[config.mk]
export PLATFORM = sky130hd
export DESIGN_NAME = aer_core_event_dispatcher
export DESIGN_NICKNAME = d
export VERILOG_FILES = /design/src/rtl/aer_core_event_dispatcher.sv
export SDC_FILE = /design/constraint.sdc
export NUM_CORES = 1
export LEC_CHECK = 0
export CORE_UTILIZATION = 63
export DETAILED_ROUTE_END_ITERATION = 10
export DONT_BUFFER_PORTS = 1
export GPL_TIMING_DRIVEN = 1
export PLACE_DENSITY = 0.79
export SYNTH_ARGS = -nofsm -noshare
export SYNTH_HDL_FRONTEND = slang
export SYNTH_SLANG_ARGS = --single-unit
[constraint.sdc]
create_clock -name clk -period 3.2 [get_ports clk]
set_input_delay 0.16 -clock clk [delete_from_list [all_inputs] [get_ports clk]]
set_output_delay 0.16 -clock clk [all_outputs]
set_load 0.02 [all_outputs]
[src/rtl/aer_core_event_dispatcher.sv]
// Routes one 4-phase AER event to its core(s); core-local prefix 2'b01 broadcasts to all cores.
// Optional AER_EVT_REQ_SYNC_EN inserts a 2-flop synchronizer on evt_req (latency 1 -> 3 cycles).
module aer_core_event_dispatcher #(
  parameter int CORE_NUM           = 4,
  parameter int AER_OUT_CORE_WIDTH = 8,
  localparam int IDX_W             = (CORE_NUM > 1) ? $clog2(CORE_NUM) : 1
) (
  input  logic                                clk,
  input  logic                                rst_n,
  input  logic                                evt_req,
  input  logic [IDX_W+AER_OUT_CORE_WIDTH-1:0] evt_addr,
  output logic                                evt_ack,
  output logic [CORE_NUM-1:0]                 core_req,
  output logic [AER_OUT_CORE_WIDTH-1:0]       core_addr,
  input  logic [CORE_NUM-1:0]                 core_ack,
  output logic                                busy,
  output logic                                err_drop
);

  localparam int AW = AER_OUT_CORE_WIDTH;

  typedef enum logic [1:0] {IDLE, DISPATCH, ACK, RELEASE} state_t;

  state_t                state_q, state_d;
  logic [CORE_NUM-1:0]   pending_q, pending_d;
  logic [CORE_NUM-1:0]   core_req_d;
  logic [AW-1:0]         core_addr_d;
  logic                  evt_ack_d, err_drop_d;
  logic                  req_in;
  logic [IDX_W-1:0]      evt_idx;
  logic [AW-1:0]         evt_local;
  logic [CORE_NUM-1:0]   dec_mask;

`ifdef AER_EVT_REQ_SYNC_EN
  logic [1:0] req_sync;

  always_ff @(posedge clk or negedge rst_n) begin
    if (!rst_n) begin
      req_sync <= 2'b00;
    end else begin
      req_sync <= {req_sync[0], evt_req};
    end
  end

  assign req_in = req_sync[1];
`else
  assign req_in = evt_req;
`endif

  assign evt_idx   = evt_addr[IDX_W+AW-1:AW];
  assign evt_local = evt_addr[AW-1:0];

  // An out-of-range index matches no core, leaving the mask empty (drop path).
  always_comb begin
    dec_mask = '0;
    if (evt_local[AW-1 -: 2] == 2'b01) begin
      dec_mask = '1;
    end else begin
      for (int i = 0; i < CORE_NUM; i++) begin
        if (evt_idx == IDX_W'(i)) dec_mask[i] = 1'b1;
      end
    end
  end

  always_comb begin
    state_d     = state_q;
    core_req_d  = core_req;
    pending_d   = pending_q;
    core_addr_d = core_addr;
    evt_ack_d   = evt_ack;
    err_drop_d  = 1'b0;
    case (state_q)
      IDLE: begin
        if (req_in) begin
          core_addr_d = evt_local;
          if (dec_mask == '0) begin
            err_drop_d = 1'b1;
            state_d    = ACK;
          end else begin
            core_req_d = dec_mask;
            pending_d  = dec_mask;
            state_d    = DISPATCH;
          end
        end
      end
      DISPATCH: begin
        if (pending_q == '0) begin
          state_d = ACK;
        end else begin
          // A core finishes its handshake once both its req and ack are low again.
          core_req_d = core_req & ~core_ack;
          pending_d  = pending_q & (core_req | core_ack);
        end
      end
      ACK: begin
        evt_ack_d = 1'b1;
        state_d   = RELEASE;
      end
      RELEASE: begin
        if (!req_in) begin
          evt_ack_d = 1'b0;
          state_d   = IDLE;
        end
      end
      default: state_d = IDLE;
    endcase
  end

  always_ff @(posedge clk or negedge rst_n) begin
    if (!rst_n) begin
      state_q   <= IDLE;
      pending_q <= '0;
      core_req  <= '0;
      core_addr <= '0;
      evt_ack   <= 1'b0;
      err_drop  <= 1'b0;
      busy      <= 1'b0;
    end else begin
      state_q   <= state_d;
      pending_q <= pending_d;
      core_req  <= core_req_d;
      core_addr <= core_addr_d;
      evt_ack   <= evt_ack_d;
      err_drop  <= err_drop_d;
      busy      <= (state_d != IDLE);
    end
  end

endmodule
; ---- Yosys cells after proc, flatten, opt, wreduce, memory -nomap -nowiden
; Cells that the tools add are included.
[totals]
regBits = 21
in_bits = 17
output_inout_bits = 15
elab_cells = 53
[classes]
eq_ne = 11
muxes = 21
bitwise = 4
n_reduce_logical = 10
[op_table]
columns = op, count
row1 = two-way mux 4 bit, 5
row2 = case mux 4 bit (2 select lines), 2
row3 = AND 4 bit, 2
row4 = "== test 2 bit, second input constant", 4
row5 = logical NOT 4 bit, 2
row6 = two-way mux 1 bit, 8
row7 = two-way mux 2 bit, 4
row8 = "inequality test 2 bit, second input constant", 4
row9 = case mux 2 bit (4 select lines), 1
row10 = "== test 2 x 1 -> 1 bit, second input constant", 3
row11 = nonzero test 2 bit, 3
row12 = logical NOT 2 bit, 2
row13 = inverter 4 bit, 1
row14 = bitwise OR 4 bit, 1
row15 = AND reduction 2 bit, 2
row16 = AND reduction 4 bit, 1
row17 = case mux 1 bit (2 select lines), 1

; ---- Logic depth before layout (Yosys ltp)
[depth]
word_depth = 8
depth_mapped = 5

; ---- Worst setup path after synthesis
; OpenSTA, ideal clock, no wires.
[synth_path]
path_kind = reg-to-reg
startpoint = register state_q[0]
endpoint = register core_req[3]
arrival_time_ns = 1.194
path_slack_ns = 1.883
path_stages_with_launch = 5
n_path_buf = 1
period_less_slack_ns = 1.317
cell_sequence = dfrtp_1 or3b_1 buf_6 a211oi_2 o2bb2ai_1
[synth_between]
elab_chain_len = 3
word_cells_on_any_way = 8
[synth_lines]
columns = element, line
row1 = from (decl), 24  ; state_t state_q, state_d;
row2 = from (signal assigned), 119  ; state_q <= state_d;
row3 = == test 2 x 1 -> 1 bit or logical NOT 2 bit (tied branches), 72  ; case (state_q)
row4 = inequality test 2 bit (no line) or nonzero test 2 bit (tied branches), --
row5 = AND reduction 4 bit (no line), --
row6 = to (signal assigned), 121  ; core_req <= core_req_d;
row7 = to (decl), 13  ; output logic [CORE_NUM-1:0] core_req,
; Parallel ways exist; a longest one is shown, timed or not.
; A chain may end at the register's enable or synchronous reset.

; ---- Worst setup path after layout
[layout_path]
startpoint = register state_q[0]
endpoint = register core_req[0]
; Same word-level chain as after synthesis.

==> metrics.md <==
| Metric | Value |
|---|---|
| Slew Limit Fails | `0` |
| Drc violations | `0` |
| WL final | `between 1500 and 2000 µm` |
| Top-count cell post-synth | `nand2_1` |
| Fin Setup TNS | `0 ns` |
| Simple-gate share of the synthesized area | `0.2126` |
| Leak pwr | `0.0004638 µW` |
| Post-CTS Resized | `0` |
| Die Y | `40.54 µm` |
| Die area | `0.001643 mm²` |
| Most used flip-flop cell after synthesis | `dfrtp_1` |
| Worst setup SP type | `flop` |
| Largest net degree at the start of global routing | `22` |
| Reg2Reg Depth | `3` |
| Synth Area in Adders | `0` |
| CP max FO | `16` |
| Post-synth top area share | `0.5615` |
| Mapped Nets | `108` |
| Main combinational cell family by area after synthesis | `simple AND/OR/NAND/NOR gates` |
| Fillers | `89` |
| Hold depth | `2` |
| H-tree Lvls | `1` |
| CP Cell Sequence | `nor3b_2, o22ai_1, o2bb2ai_1` |
| Mux cell area share after synthesis | `0` |
| XOR/XNOR Fraction of Synth Area | `0` |
| I/O Buffers | `0` |
| Asr flop ratio synth | `1.000` |
| Overall power | `957.4 µW` |
| Clk_skew | `0.007362 ns` |
| Min cycle time layout | `1.705 ns` |
| Vias | `~700` |
| Post-synth EDFFs | `0` |
| RSZ-0062 raised after global routing | `no` |
| Post-synth top area cell | `dfrtp_1` |
| Worst Path Class, Setup | `flop to flop` |
| Num CTS Buffers | `3` |
| Post-Syn Area | `935.9 µm²` |
| Io pins | `32` |
| Synth Area in Compound Gates | `0.1778` |
| Clock Path Buffers | `2` |
| Max-Cap Viols | `0` |
| Pwr/cell area | `916.4 mW/mm²` |
| Routed Antenna Nets | `0` |
| Number of global-route vias before repair | `646` |
| Worst slew margin | `0.3785` |
| Synth warn | `0` |
| Top cells by count, synth | `nand2_1, dfrtp_1, o21ai_0, o22ai_1` |
| Arrival time at the worst endpoint | `1.90 ns` |
| GR Overflow Total | `0` |
| Antenna Cells | `0` |
| Register area share after synthesis | `0.5615` |
| Hold Path Class | `primary input to flop` |
| Initial antenna violation count | `0` |
| GPL Wtd Cong | `0.6703` |
| Peak supply drop | `650.4 µV` |
| Cell variety after synth | `22` |
| Post-Syn Instances | `91` |
| Die W | `40.54 µm` |
| #FFs+latches synth | `21` |
| CP max stage delay | `0.79 ns` |
| R2R Setup Slk | `1.50 ns` |
| Vias per cell | `5.991` |
| Worst min-delay path endpoint | `evt_ack` |
| Wire length of the first global-routing pass | `2615 µm` |
| TritonRoute pass-1 iters | `4` |
| CTS root buf | `clkbuf_4` |
| Setup violators final | `0` |
| Reg2reg start | `state_q[0]` |
| Drt wl/cell | `roughly 16 µm` |
| Largest cells by area after synthesis | `dfrtp_1, nand2_1, o2bb2ai_1` |
| Slowest-stage cell, CP | `nor3b_2` |
| Reg2reg end | `core_req[0]` |
| Slew @ Worst Pin | `0.9281 ns` |
| Dpl hpwl | `1184 µm` |
| DRT iter0 DRCs | `15` |
| Initial Utilization | `0.7017` |
| Status | `finished clean` |
| Std cell rows | `13` |
| Layout Nets | `118` |
| Core area | `0.001334 mm²` |
| # hold bufs at CTS | `10` |
| Clock Latency Late Sink | `0.30 ns` |
| CTS tree | `done` |
| Syn Area/Cell | `10.28 µm²` |
| Hold Startpoint | `evt_req` |
| Area growth syn-to-layout | `11.63%` |
| Total GRT Usage | `0.2503` |
| Fmax | `586.7 MHz` |
| Post CTS Setup Buffer Count | `0` |
| Sink Count | `21` |
| Clock transition at path regs | `0.11 ns` |
| CP required | `3.40 ns` |
| Fin crit share | `0.5327` |
| CP endpoint kind | `flop` |
| Layout cell share with drive strength beyond 1 | `0.09000` |
| Final Hold Viols | `0` |
-- per-layer routing --
| metal | global-route usage | share of wire | vias to the layer above |
|---|---|---|---|
| met1 | 0.2582 | 0.41 | 328 |
| met3 | 0.06111 | 0.045 | 5 |
| li1 | - | - | 333 |
| met4 | 0.1000 | 0.020 | 0 |
| met2 | 0.4722 | 0.53 | 23 |
| met5 | 0 | 0 | - |
-- placed cells by master (no fill, tap or decap), types with 3 or more instances in the layout --
master,instances
nor3_2,3
dfrtp_1,21
dlygate4sd3_1,10
o2bb2ai_1,4
nor2b_1,4
o22ai_1,5
clkbuf_4,3
a21oi_1,4
nand2_1,24
o21ai_0,6
o31ai_1,4
-- state kept, by name (all words and copies together), names as in the netlist --
register / count
busy: 1
pending_q: 4
evt_ack: 1
state_q: 2
err_drop: 1
core_addr: 8
core_req: 4
-- report_power, final --
| group | leakage, µW | internal, µW | total, µW | switching, µW |
|---|---|---|---|---|
| combinational | 0.000186 | 117 | 280 | 163 |
| clock | 0.0000177 | 46.6 | 124 | 77.3 |
| sequential | 0.000260 | 375 | 554 | 179 |
| total | 0.000464 | 539 | 957 | 419 |
-- worst max-delay path: cells and delay by family, from the launching register on --
family / cells / cell delay (ns)
AND/OR/NAND/NOR: 1 / 0.79
flip-flops: 1 / 0.44
AO/OA/AOI/OAI: 2 / 0.38
-- how the worst max path moves through the flow --
| stage | startpoint | endpoint | slack (ns) |
|---|---|---|---|
| 3_3_place_gp | state_q[0] | core_req[0] | 1.55 |
| 6_report | state_q[0] | core_req[0] | 1.50 |
| 5_1_grt | state_q[0] | core_req[1] | 1.41 |
| 3_5_place_dp | state_q[0] | core_req[0] | 1.56 |
| 2_1_floorplan | state_q[0] | core_req[3] | 1.88 |
| 4_1_cts | state_q[0] | core_req[0] | 1.53 |
-- metrics by stage --
stage / worst slack [ns] / util / cell area [µm²] / hold WS (ns) / cells
after CTS: 1.531 / 0.7833 / 1045 / 0.02389 / 115
after global placement: 1.551 / 0.6876 / 917.1 / -0.1352 / 101
after detailed placement: 1.560 / 0.6876 / 917.1 / -0.1352 / 101
after global routing: 1.406 / 0.7833 / 1045 / 0.04846 / 115
after floorplan: 1.883 / - / 935.9 / -0.1356 / 91
final: 1.496 / 0.7833 / 1045 / 0.03563 / 115
-- cell families after synthesis --
| family | count (synthesis) |
|---|---|
| and+or+nand+nor | 38 |
| buffers and inverters | 6 |
| other | 1 |
| AOI/OAI and AO/OA | 25 |
| DFF | 21 |
-- layout make-up --
| cell class | instances | area [µm²] | share of cell area |
|---|---|---|---|
| clock buffers | 3 | 22.52 | 0.02156 |
| repair buffers | 10 | 100.1 | 0.09581 |
| inverters | 1 | 3.754 | 0.003593 |
| well taps | 15 | 18.77 | 0.01796 |
| clock inverters | 1 | 5.005 | 0.004790 |
| multi-input cells | 64 | 369.1 | 0.3533 |
| flip-flops and latches | 21 | 525.5 | 0.5030 |
Power figures use the tool's default switching activity.
